--- src/rtl/plru_pkg.sv ---
`default_nettype none
// ============================================================================
//  Module      : plru_pkg
//  Description : Shared types and constants for the 4-way tree pseudo-LRU
//                replacement logic (tree bits, way index, controller states).
//  Revision    : 1.0 - initial release
// ============================================================================
package plru_pkg;

    // Tree bits {b2,b1,b0}: b0 picks the half, b1/b2 pick within each half
    typedef logic [2:0] plru_bits_t;

    // Way index within a set
    typedef logic [1:0] way_t;

    // Read-modify-write controller states
    typedef enum logic [1:0] {
        IDLE  = 2'd0,
        READ  = 2'd1,
        WRITE = 2'd2
    } state_t;

    // Tree value after reset: victim is way0
    localparam plru_bits_t PLRU_RESET = 3'b000;

endpackage
`default_nettype wire

--- src/rtl/plru_tree.sv ---
`default_nettype none
// ============================================================================
//  Module      : plru_tree
//  Description : Combinational 4-way tree PLRU update. Picks the used way
//                (hit way, or the victim on a miss) and returns the tree bits
//                after touching that way.
//  Revision    : 1.0 - initial release
// ============================================================================
module plru_tree
    import plru_pkg::*;
(
    input  plru_bits_t bits,
    input  logic       hit,
    input  way_t       hit_way,
    output way_t       used_way,
    output plru_bits_t next_bits
);

    way_t w_victim;

    // Decode victim, choose the used way, then point the tree away from it
    always_comb begin
        // b0 selects the half; b2 resolves ways 2/3, b1 resolves ways 0/1
        w_victim  = bits[0] ? {1'b1, bits[2]} : {1'b0, bits[1]};
        used_way  = hit ? hit_way : w_victim;
        next_bits = bits;
        // Point the root at the other half
        next_bits[0] = ~used_way[1];
        // Point the leaf of the touched half at the sibling way
        if (used_way[1]) begin
            next_bits[2] = ~used_way[0];
        end else begin
            next_bits[1] = ~used_way[0];
        end
    end

endmodule
`default_nettype wire

--- src/rtl/plru_ctrl.sv ---
`default_nettype none
// ============================================================================
//  Module      : plru_ctrl
//  Description : Four-way tree pseudo-LRU replacement controller. Holds one
//                3-bit tree per set and serialises accesses through an
//                IDLE -> READ -> WRITE read-modify-write sequence, returning
//                the used way (hit way or victim) with a one-cycle pulse.
//                Optional hit/miss counters are built when PLRU_PERF_EN is
//                defined; otherwise both count ports are tied to zero.
//  Revision    : 1.0 - initial release
// ============================================================================
module plru_ctrl
    import plru_pkg::*;
#(
    parameter int NUM_SETS = 16,
    parameter int SET_W    = $clog2(NUM_SETS)
) (
    input  logic             clk,
    input  logic             rst,
    input  logic             req_valid,
    output logic             req_ready,
    input  logic [SET_W-1:0] req_set,
    input  logic             req_hit,
    input  logic [1:0]       req_way,
    output logic             resp_valid,
    output logic [1:0]       resp_way,
    output logic [15:0]      hit_count,
    output logic [15:0]      miss_count
);

    state_t           r_state;
    state_t           w_next_state;

    plru_bits_t       r_tree [NUM_SETS];
    logic [SET_W-1:0] r_set;
    logic             r_hit;
    way_t             r_way;
    plru_bits_t       r_bits;

    way_t             w_used_way;
    plru_bits_t       w_next_bits;

    // Update rule applied to the tree bits latched in READ
    plru_tree u_tree (
        .bits      (r_bits),
        .hit       (r_hit),
        .hit_way   (r_way),
        .used_way  (w_used_way),
        .next_bits (w_next_bits)
    );

    // FSM state register
    always_ff @(posedge clk or posedge rst) begin
        if (rst) begin
            r_state <= IDLE;
        end else begin
            r_state <= w_next_state;
        end
    end

    // Next-state and ready decode; requests are only seen in IDLE
    always_comb begin
        w_next_state = r_state;
        req_ready    = 1'b0;
        case (r_state)
            IDLE: begin
                req_ready = 1'b1;
                if (req_valid) begin
                    w_next_state = READ;
                end
            end
            READ:    w_next_state = WRITE;
            WRITE:   w_next_state = IDLE;
            default: w_next_state = IDLE;
        endcase
    end

    // Request capture, tree read in READ, response registers loaded in WRITE
    always_ff @(posedge clk or posedge rst) begin
        if (rst) begin
            r_set      <= '0;
            r_hit      <= 1'b0;
            r_way      <= '0;
            r_bits     <= PLRU_RESET;
            resp_valid <= 1'b0;
            resp_way   <= '0;
        end else begin
            resp_valid <= 1'b0;
            case (r_state)
                IDLE: begin
                    if (req_valid) begin
                        r_set <= req_set;
                        r_hit <= req_hit;
                        r_way <= req_way;
                    end
                end
                READ: begin
                    r_bits <= r_tree[r_set];
                end
                WRITE: begin
                    resp_valid <= 1'b1;
                    resp_way   <= w_used_way;
                end
                default: ;
            endcase
        end
    end

    // Per-set tree storage; written back once per access in WRITE
    always_ff @(posedge clk or posedge rst) begin
        if (rst) begin
            for (int i = 0; i < NUM_SETS; i++) begin
                r_tree[i] <= PLRU_RESET;
            end
        end else if (r_state == WRITE) begin
            r_tree[r_set] <= w_next_bits;
        end
    end

`ifdef PLRU_PERF_EN
    logic [15:0] r_hit_cnt;
    logic [15:0] r_miss_cnt;

    // Saturating hit/miss counters, one step per completed access
    always_ff @(posedge clk or posedge rst) begin
        if (rst) begin
            r_hit_cnt  <= '0;
            r_miss_cnt <= '0;
        end else if (r_state == WRITE) begin
            if (r_hit) begin
                if (r_hit_cnt != 16'hFFFF) begin
                    r_hit_cnt <= r_hit_cnt + 16'd1;
                end
            end else begin
                if (r_miss_cnt != 16'hFFFF) begin
                    r_miss_cnt <= r_miss_cnt + 16'd1;
                end
            end
        end
    end

    assign hit_count  = r_hit_cnt;
    assign miss_count = r_miss_cnt;
`else
    assign hit_count  = 16'd0;
    assign miss_count = 16'd0;
`endif

endmodule
`default_nettype wire

--- config.mk ---
export PLATFORM = sky130hd
export DESIGN_NAME = plru_ctrl
export DESIGN_NICKNAME = d
export VERILOG_FILES = /design/src/rtl/plru_pkg.sv /design/src/rtl/plru_tree.sv /design/src/rtl/plru_ctrl.sv
export SDC_FILE = /design/constraint.sdc
export NUM_CORES = 1
export LEC_CHECK = 0
export BUFFER_PORTS_ARGS = -buffer_cell sky130_fd_sc_hd__clkbuf_2
export CORE_UTILIZATION = 30
export CTS_CLUSTER_SIZE = 12
export DETAILED_ROUTE_END_ITERATION = 7
export PLACE_DENSITY = 0.52
export SETUP_SLACK_MARGIN = 0.2
export SYNTH_ARGS = -nofsm -noshare
export SYNTH_HDL_FRONTEND = slang
export SYNTH_SLANG_ARGS = --single-unit
--- constraint.sdc ---
create_clock -name clk -period 2.6 [get_ports clk]
set_clock_uncertainty 0.2 [all_clocks]
set_input_delay 0.39 -clock clk [delete_from_list [all_inputs] [get_ports clk]]
set_output_delay 0.39 -clock clk [all_outputs]
set_load 0.01 [all_outputs]
==> results of run 1 <==
==> stage by stage <==
stage               cell area (µm²)  total power, mW
detailed placement             3370             3.04
floorplan                      3400             2.62
CTS                            3570             3.88
finish                         3570             3.84
global route                   3570             4.12
global placement               3370             3.02
==> worst max-delay path: cells and delay by family (launching register included) <==
family | cells | cell delay [ns]
flip-flops | 1 | 0.65
AND/OR/NAND/NOR | 1 | 0.62
AO/OA/AOI/OAI | 2 | 0.53
==> area by class of cell <==
| cell class | count | area (µm²) | area share, % |
|---|---|---|---|
| multi-input cells | 210 | 1460 | 41.0 |
| clock inverters | 4 | 45.0 | 1.26 |
| repair buffers | 24 | 163 | 4.55 |
| inverters | 3 | 11.3 | 0.315 |
| flip-flops and latches | 63 | 1580 | 44.1 |
| well taps | 136 | 170 | 4.76 |
| clock buffers | 12 | 145 | 4.06 |
==> cell families after synthesis <==
group / count (synthesis) / synth area share [%]
AO/OA/AOI/OAI: 110 / 21.8
buffers and inverters: 59 / 10.9
flip-flops: 63 / 48.0
multiplexers: 25 / 11.4
other: 1 / 0.114
AND/OR/NAND/NOR: 43 / 7.78
==> where the power goes <==
part / internal, mW / switching (mW) / total, mW
clock network: 0.465 / 0.366 / 0.831
logic: 0.561 / 0.791 / 1.35
registers: 1.38 / 0.282 / 1.66
total: 2.40 / 1.44 / 3.84
==> layout by cell type, fill, tap and decap left out, types with 6 or more instances in the layout <==
| cell type | instances |
|---|---|
| sky130_fd_sc_hd__nor2b_1 | 6 |
| sky130_fd_sc_hd__conb_1 | 32 |
| sky130_fd_sc_hd__clkbuf_2 | 13 |
| sky130_fd_sc_hd__nand2_1 | 14 |
| sky130_fd_sc_hd__buf_4 | 9 |
| sky130_fd_sc_hd__dfrtp_1 | 63 |
| sky130_fd_sc_hd__o41ai_1 | 12 |
| sky130_fd_sc_hd__clkbuf_8 | 10 |
| sky130_fd_sc_hd__nor2_1 | 8 |
| sky130_fd_sc_hd__o31ai_1 | 25 |
| sky130_fd_sc_hd__mux4_2 | 9 |
| sky130_fd_sc_hd__o21ai_1 | 12 |
| sky130_fd_sc_hd__mux2i_1 | 8 |
| sky130_fd_sc_hd__mux2_2 | 8 |
| sky130_fd_sc_hd__o21ai_0 | 47 |
==> flip-flops by register name (all words and copies together) (netlist names) <==
| signal | cells |
|---|---|
| resp_way | 2 |
| r_hit | 1 |
| r_way | 2 |
| r_state | 2 |
| resp_valid | 1 |
| r_set | 4 |
| r_tree | 48 |
| r_bits | 3 |
==> per-layer routing <==
| layer | global-route usage [%] | wire [µm] |
|---|---|---|
| met5 | 0 | 0 |
| met4 | 4.99 | 97 |
| met3 | 4.44 | 457 |
| met2 | 21.7 | 3550 |
| met1 | 19.5 | 3540 |
==> worst max-delay path by stage <==
stage	to	slack [ns]
global route	r_tree[3]$_DFFE_PP0P_	0.28
floorplan	r_bits[0]$_DFFE_PP0N_	0.44
finish	r_tree[44]$_DFFE_PP0P_	0.47
global placement	r_tree[5]$_DFFE_PP0P_	0.53
detailed placement	r_tree[44]$_DFFE_PP0P_	0.51
CTS	r_tree[2]$_DFFE_PP0P_	0.49
==> run metrics, run 1 <==
required time worst endpoint around 2.6 ns; share of the cycle needed by the critical path after routing roughly 82%; leading register cell type out of synthesis sky130_fd_sc_hd__dfrtp_1; final cell utilization of the core ~34%; first-iteration detailed-routing DRC count roughly 160; minimum setup slack in the final design 0.466 ns; VDD IR max roughly 0.32 mV; Netlist cell types 34; unrepaired setup endpoints after global routing no; top-level port count 46; ANT nets after route 0; top-count cell post-synth sky130_fd_sc_hd__dfrtp_1; async set-or-reset flop fraction in the synthesized netlist 100%; standard cell core area roughly 10000 µm²; Critical Path Source r_set[0]$_DFFE_PP0P_; number of flip-flops and latches in the synthesized netlist 63; data arrival at the endpoint of the critical path 2.13 ns; endpoint of the worst-slack reg-to-reg timing path r_tree[44]$_DFFE_PP0P_; critical path's largest stage delay between 0.6 and 0.7 ns; cell taking the most area after synthesis sky130_fd_sc_hd__dfrtp_1; # hold bufs at CTS 1; standard cell with the maximum stage delay on the critical path sky130_fd_sc_hd__dfrtp_1; synthesized area per cell about 11 µm²; Post-CTS Setup Repair Bufs 0; kind of critical path reg2reg; overall fraction of global-route tracks in use between 10 and 15%; startpoint type of the worst setup path flop; post-synthesis sequential area ratio about half; worst max-slew margin expressed relative to the limit 48.1%; number of CTS-inserted buffers 9; initial core utilization approximately a third; final-report hold violation count 0; maximum frequency from static timing analysis 469 MHz; number of global-route vias before repair between 2000 and 2500; worst slew pin tran around 0.78 ns; Worst Hold End r_hit$_DFFE_PP0P_; YS warnings 0; min-delay worst type in2reg; min-delay src req_hit; count of non-filler cells in the finished layout 452; path depth of the worst reg2reg path 3; CTS tree done; first-pass GRT wire length 12400 µm; maxcap violations 0; final-report setup violation count 0; count of standard-cell rows 37; Max Buffers Root-to-Sink 2; maximum fanout count along the critical path 15; Critical R2R Launch r_set[0]$_DFFE_PP0P_; hold slack roughly 0.084 ns; clock sink count 63; PostCTS Resize Cnt 0; horizontal die dimension between 100 and 150 µm; level count of the clock H-tree 3; synthesized area roughly 3300 µm²; count of filler cells inserted in the layout 1064; aggregate global routing overflow 0; via density per instance approximately 5; pwr/cell area around 1100 nW/µm²; fraction of final layout cells with drive strength greater than 1 approximately a fifth; antenna violations before repair 0; Die Area about 11000 µm²; Static Leak around 1.5 nW; Pre-Repair DR Iteration Count 4; number of enable flip-flop cells after synthesis 0; Critical Path End Type flop; clock transition at the registers of the reported paths around 0.070 ns; clock period minus worst slack ~2.1 ns; Area growth, synth to finish 8.92%; outcome complete, no violations; average wire per cell in the routed design 16.9 µm; count of placed standard cells including taps about 440; aggregate routed wire length about 7600 µm; GP Congestion approximately 0.76; most frequent cells after synthesis sky130_fd_sc_hd__dfrtp_1, sky130_fd_sc_hd__o21ai_0, sky130_fd_sc_hd__buf_4, sky130_fd_sc_hd__o31ai_1; number of instances in the synthesized netlist 301; clock insertion delay at the later pin of the skew report ~0.34 ns; number of remaining DRC errors 0; dpl ws a little over 0.5 ns; HPWL Detailed about 5200 µm; total negative setup slack 0 ns; worst hold stages 2; reg2reg setup slack between 0.4 and 0.5 ns; library cell used as clock root buffer sky130_fd_sc_hd__clkbuf_8; fraction of synthesized cell area taken by the top area cell type roughly half; quantity of I/O buffers inserted on ports 13; leading post-synthesis cells by cell area sky130_fd_sc_hd__dfrtp_1, sky130_fd_sc_hd__buf_4, sky130_fd_sc_hd__o21ai_0, sky130_fd_sc_hd__mux4_2, sky130_fd_sc_hd__o31ai_1; final antenna diode count 0; Net count, final about 320; total count of max-transition violations in the final report 0; cells traversed along the worst timing path nand4bb_1 -> o21ai_0 -> o31ai_1; maximum number of pins on one net before global-route repair 34; height of the die ~110 µm; total number of vias about 2300
No activity file was read; power rests on OpenSTA's default activity.
==> run 2: changes to the inputs <==
--- a/config.mk
+++ b/config.mk
@@ -9,7 +9,7 @@
 export CORE_UTILIZATION = 30
 export CTS_CLUSTER_SIZE = 12
 export DETAILED_ROUTE_END_ITERATION = 7
-export PLACE_DENSITY = 0.52
+export PLACE_DENSITY = 0.54
 export SETUP_SLACK_MARGIN = 0.2
 export SYNTH_ARGS = -nofsm -noshare
 export SYNTH_HDL_FRONTEND = slang
==> constraint.sdc (replaced) <==
create_clock -name clk -period 1.8 [get_ports clk]
set_clock_uncertainty 0.2 [all_clocks]
set_input_delay 0.27 -clock clk [delete_from_list [all_inputs] [get_ports clk]]
set_output_delay 0.27 -clock clk [all_outputs]
set_load 0.01 [all_outputs]
==> run 2 against run 1 <==
Power is 85% higher. Worst hold slack better by 0.015 ns. Worst setup slack worse by 0.43 ns. Critical endpoint is now r_tree[40]$_DFFE_PP0P_. Largest power group is now combinational logic.
==> run metrics, run 2 (synthesized netlist as in run 1, its figures left out) <==
area occupied by multi-input gates 2010 µm² (+37%); aggregate routed wire length 8960 µm (+17%); switching portion of total power 42.0% (+4.5 points); final cell utilization of the core 43.7% (+9.6 points); maximum fanout count along the critical path 15 (unchanged); horizontal die dimension 107 µm (unchanged); count of filler cells inserted in the layout 951 (-11%); antenna violations before repair 0 (unchanged); CTS tree done; worst max-slew margin expressed relative to the limit 65.7% (+18 points); data arrival at the endpoint of the critical path 1.79 ns (-0.34 ns); clock sink count 63 (unchanged); min-delay src req_valid; startpoint type of the worst setup path flop; buffers and inverters on the worst path 2 (+2); maximum frequency from static timing analysis 567 MHz (+21%); average wire per cell in the routed design 18.1 µm (+7.1%); clock period minus worst slack 1.77 ns (-0.369 ns); required time worst endpoint 1.82 ns (-0.78 ns); VDD IR max 0.828 mV (+160%); Pre-Repair DR Iteration Count 4 (unchanged); commonest cells after routing, fill and taps aside sky130_fd_sc_hd__dfrtp_1, sky130_fd_sc_hd__conb_1, sky130_fd_sc_hd__buf_4, sky130_fd_sc_hd__o21ai_1, sky130_fd_sc_hd__o21ai_2; Max Buffers Root-to-Sink 2 (unchanged); final-report setup violation count 0 (unchanged); Top reg by flops r_tree; total power 7.12 mW (+85%); first-iteration detailed-routing DRC count 242 (+54%); Critical R2R Launch r_set[0]$_DFFE_PP0P_; share of power burned in the clock network 15.9% (-5.7 points); clock transition at the registers of the reported paths 0.08 ns (about the same); number of flip-flops in the largest register 48 (unchanged); final-report hold violation count 0 (unchanged); final antenna diode count 0 (unchanged); critical path's largest stage delay 0.43 ns (-0.22 ns); outcome complete, no violations; standard cell core area 10500 µm² (unchanged); first-pass GRT wire length 13500 µm (+8.3%); clock insertion delay at the later pin of the skew report 0.35 ns (about the same); capturing instance or port of the critical path r_tree[40]$_DFFE_PP0P_; Net count, final 364 (+13%); via density per instance 5.33 (+4.4%); height of the die 107 µm (unchanged); count of standard-cell rows 37 (unchanged); proportion of power drawn by flip-flops and latches 34.4% (-8.8 points); number of CTS-inserted buffers 9 (unchanged); maximum number of pins on one net before global-route repair 64 (+88%); number of remaining DRC errors 0 (unchanged); cells traversed along the worst timing path buf_4 -> nand4bb_1 -> buf_6 -> o21ai_0 -> o31ai_4; ANT nets after route 0 (unchanged); Critical Path Source r_set[0]$_DFFE_PP0P_; cell family with the largest share of critical-path delay flip-flops; area taken by flip-flops and latches 1580 µm² (+0.32%); Area growth, synth to finish 39.4%; most frequent standard cell in the layout excluding fill and tap cells sky130_fd_sc_hd__dfrtp_1; fraction of final layout cells with drive strength greater than 1 48.2% (+27 points); unrepaired setup endpoints after global routing yes; aggregate global routing overflow 0 (unchanged); overall fraction of global-route tracks in use 15.9% (+1.5 points); pwr/cell area 1560 nW/µm² (+45%); HPWL Detailed 5510 µm (+6.5%); Critical Path End Type flop; share of the cycle needed by the critical path after routing 98.1% (+16 points); quantity of I/O buffers inserted on ports 13 (unchanged); Pint 4.13 mW (+72%); path depth of the worst reg2reg path 5 (+2); hold slack 0.0990 ns (+0.0152 ns); Logic pwr share 49.7% (+15 points); GP Congestion 0.786 (+3.1%); critical path depth 5 (+2); min-delay worst type in2reg; top-level port count 46 (unchanged); total negative setup slack 0 ns (unchanged); worst slew pin tran 0.513 ns (-0.262 ns); largest registers r_tree x48, r_set x4, r_bits x3; total net switching power 2.99 mW (+110%); maxcap violations 0 (unchanged); total number of vias 2640 (+14%); total count of max-transition violations in the final report 0 (unchanged); Static Leak 1.91 nW (+27%); number of global-route vias before repair 2441 (+8.3%); reg2reg setup slack 0.03 ns (-0.43 ns); kind of critical path reg2reg; Die Area 11400 µm² (unchanged); endpoint of the worst-slack reg-to-reg timing path r_tree[40]$_DFFE_PP0P_; library cell used as clock root buffer sky130_fd_sc_hd__clkbuf_8; initial core utilization 31.4% (unchanged); level count of the clock H-tree 3 (unchanged); standard cell with the maximum stage delay on the critical path sky130_fd_sc_hd__dfrtp_2
[run 2: cell count changes in the layout (fill, tap and decap cells not counted), moves of 13 or more]
cell / before / now
sky130_fd_sc_hd__o31ai_4: 0 / 14
sky130_fd_sc_hd__buf_6: 0 / 13
sky130_fd_sc_hd__buf_4: 9 / 26
sky130_fd_sc_hd__o21ai_0: 47 / 12
sky130_fd_sc_hd__o31ai_1: 25 / 7
sky130_fd_sc_hd__o21ai_2: 0 / 21
[run 2: timing repair]
action / in CTS / in global routing
setup endpoints to repair: 45 / 55
resized for setup: 33 / 114
endpoints found under the hold margin: 70 / 0
buffers inserted: 9 / 3
hold buffers: 8 / 0
cloned: 2 / 0
pin swaps: 7 / 9
[run 2: per-stage QoR]
step                setup slack, ns  instances  area (µm²)
finish                       0.0349        495        4580
global route                -0.0172        495        4580
floorplan                    0.0941        332        3450
global placement             0.0397        457        3610
detailed placement          -0.0112        457        3610
CTS                          0.0587        492        4080
[run 2: worst min-delay path by stage]
stage                     cells past startpoint  slack (ns)                      end
after global routing                          3        0.10   r_state[0]$_DFFE_PP0P_
after CTS                                     3        0.15   r_state[0]$_DFFE_PP0P_
after global placement                        3        0.18  resp_way[0]$_DFFE_PP0P_
after detailed placement                      3        0.18  resp_way[1]$_DFFE_PP0P_
after floorplan                               1        0.19    r_bits[0]$_DFFE_PP0N_
final                                         3         0.1   r_state[0]$_DFFE_PP0P_
[run 2: layout make-up]
class | instances | area share [%]
clock buffers | 10 | 3.01
clock inverters | 6 | 0.984
inverters | 3 | 0.328
multi-input cells | 210 | 43.9
flip-flops and latches | 63 | 34.6
well taps | 136 | 3.72
repair buffers | 67 | 13.5
[run 2: worst register-to-register path: cells and delay by family, from the launching register on]
family | cells | cell delay, ns
compound gates | 2 | 0.44
buf+inv | 2 | 0.36
flops | 1 | 0.43
simple gates | 1 | 0.21
[run 2: per-layer routing]
metal	vias to the layer above	track usage (%)	share of wire, %
li1	1173	-	-
met1	1376	21.3	45
met2	76	24.7	49
met3	15	3.89	4.0
met4	0	6.07	2.2
met5	-	0	0
[run 2: power groups by stage]
stage	clock network, mW	registers, mW	logic [mW]
final	1.13	2.45	3.54
after global routing	1.20	2.51	3.77
after CTS	1.14	2.37	2.69
after detailed placement	0	2.39	2.39
after global placement	0	2.39	2.35
after floorplan	0	2.24	1.65
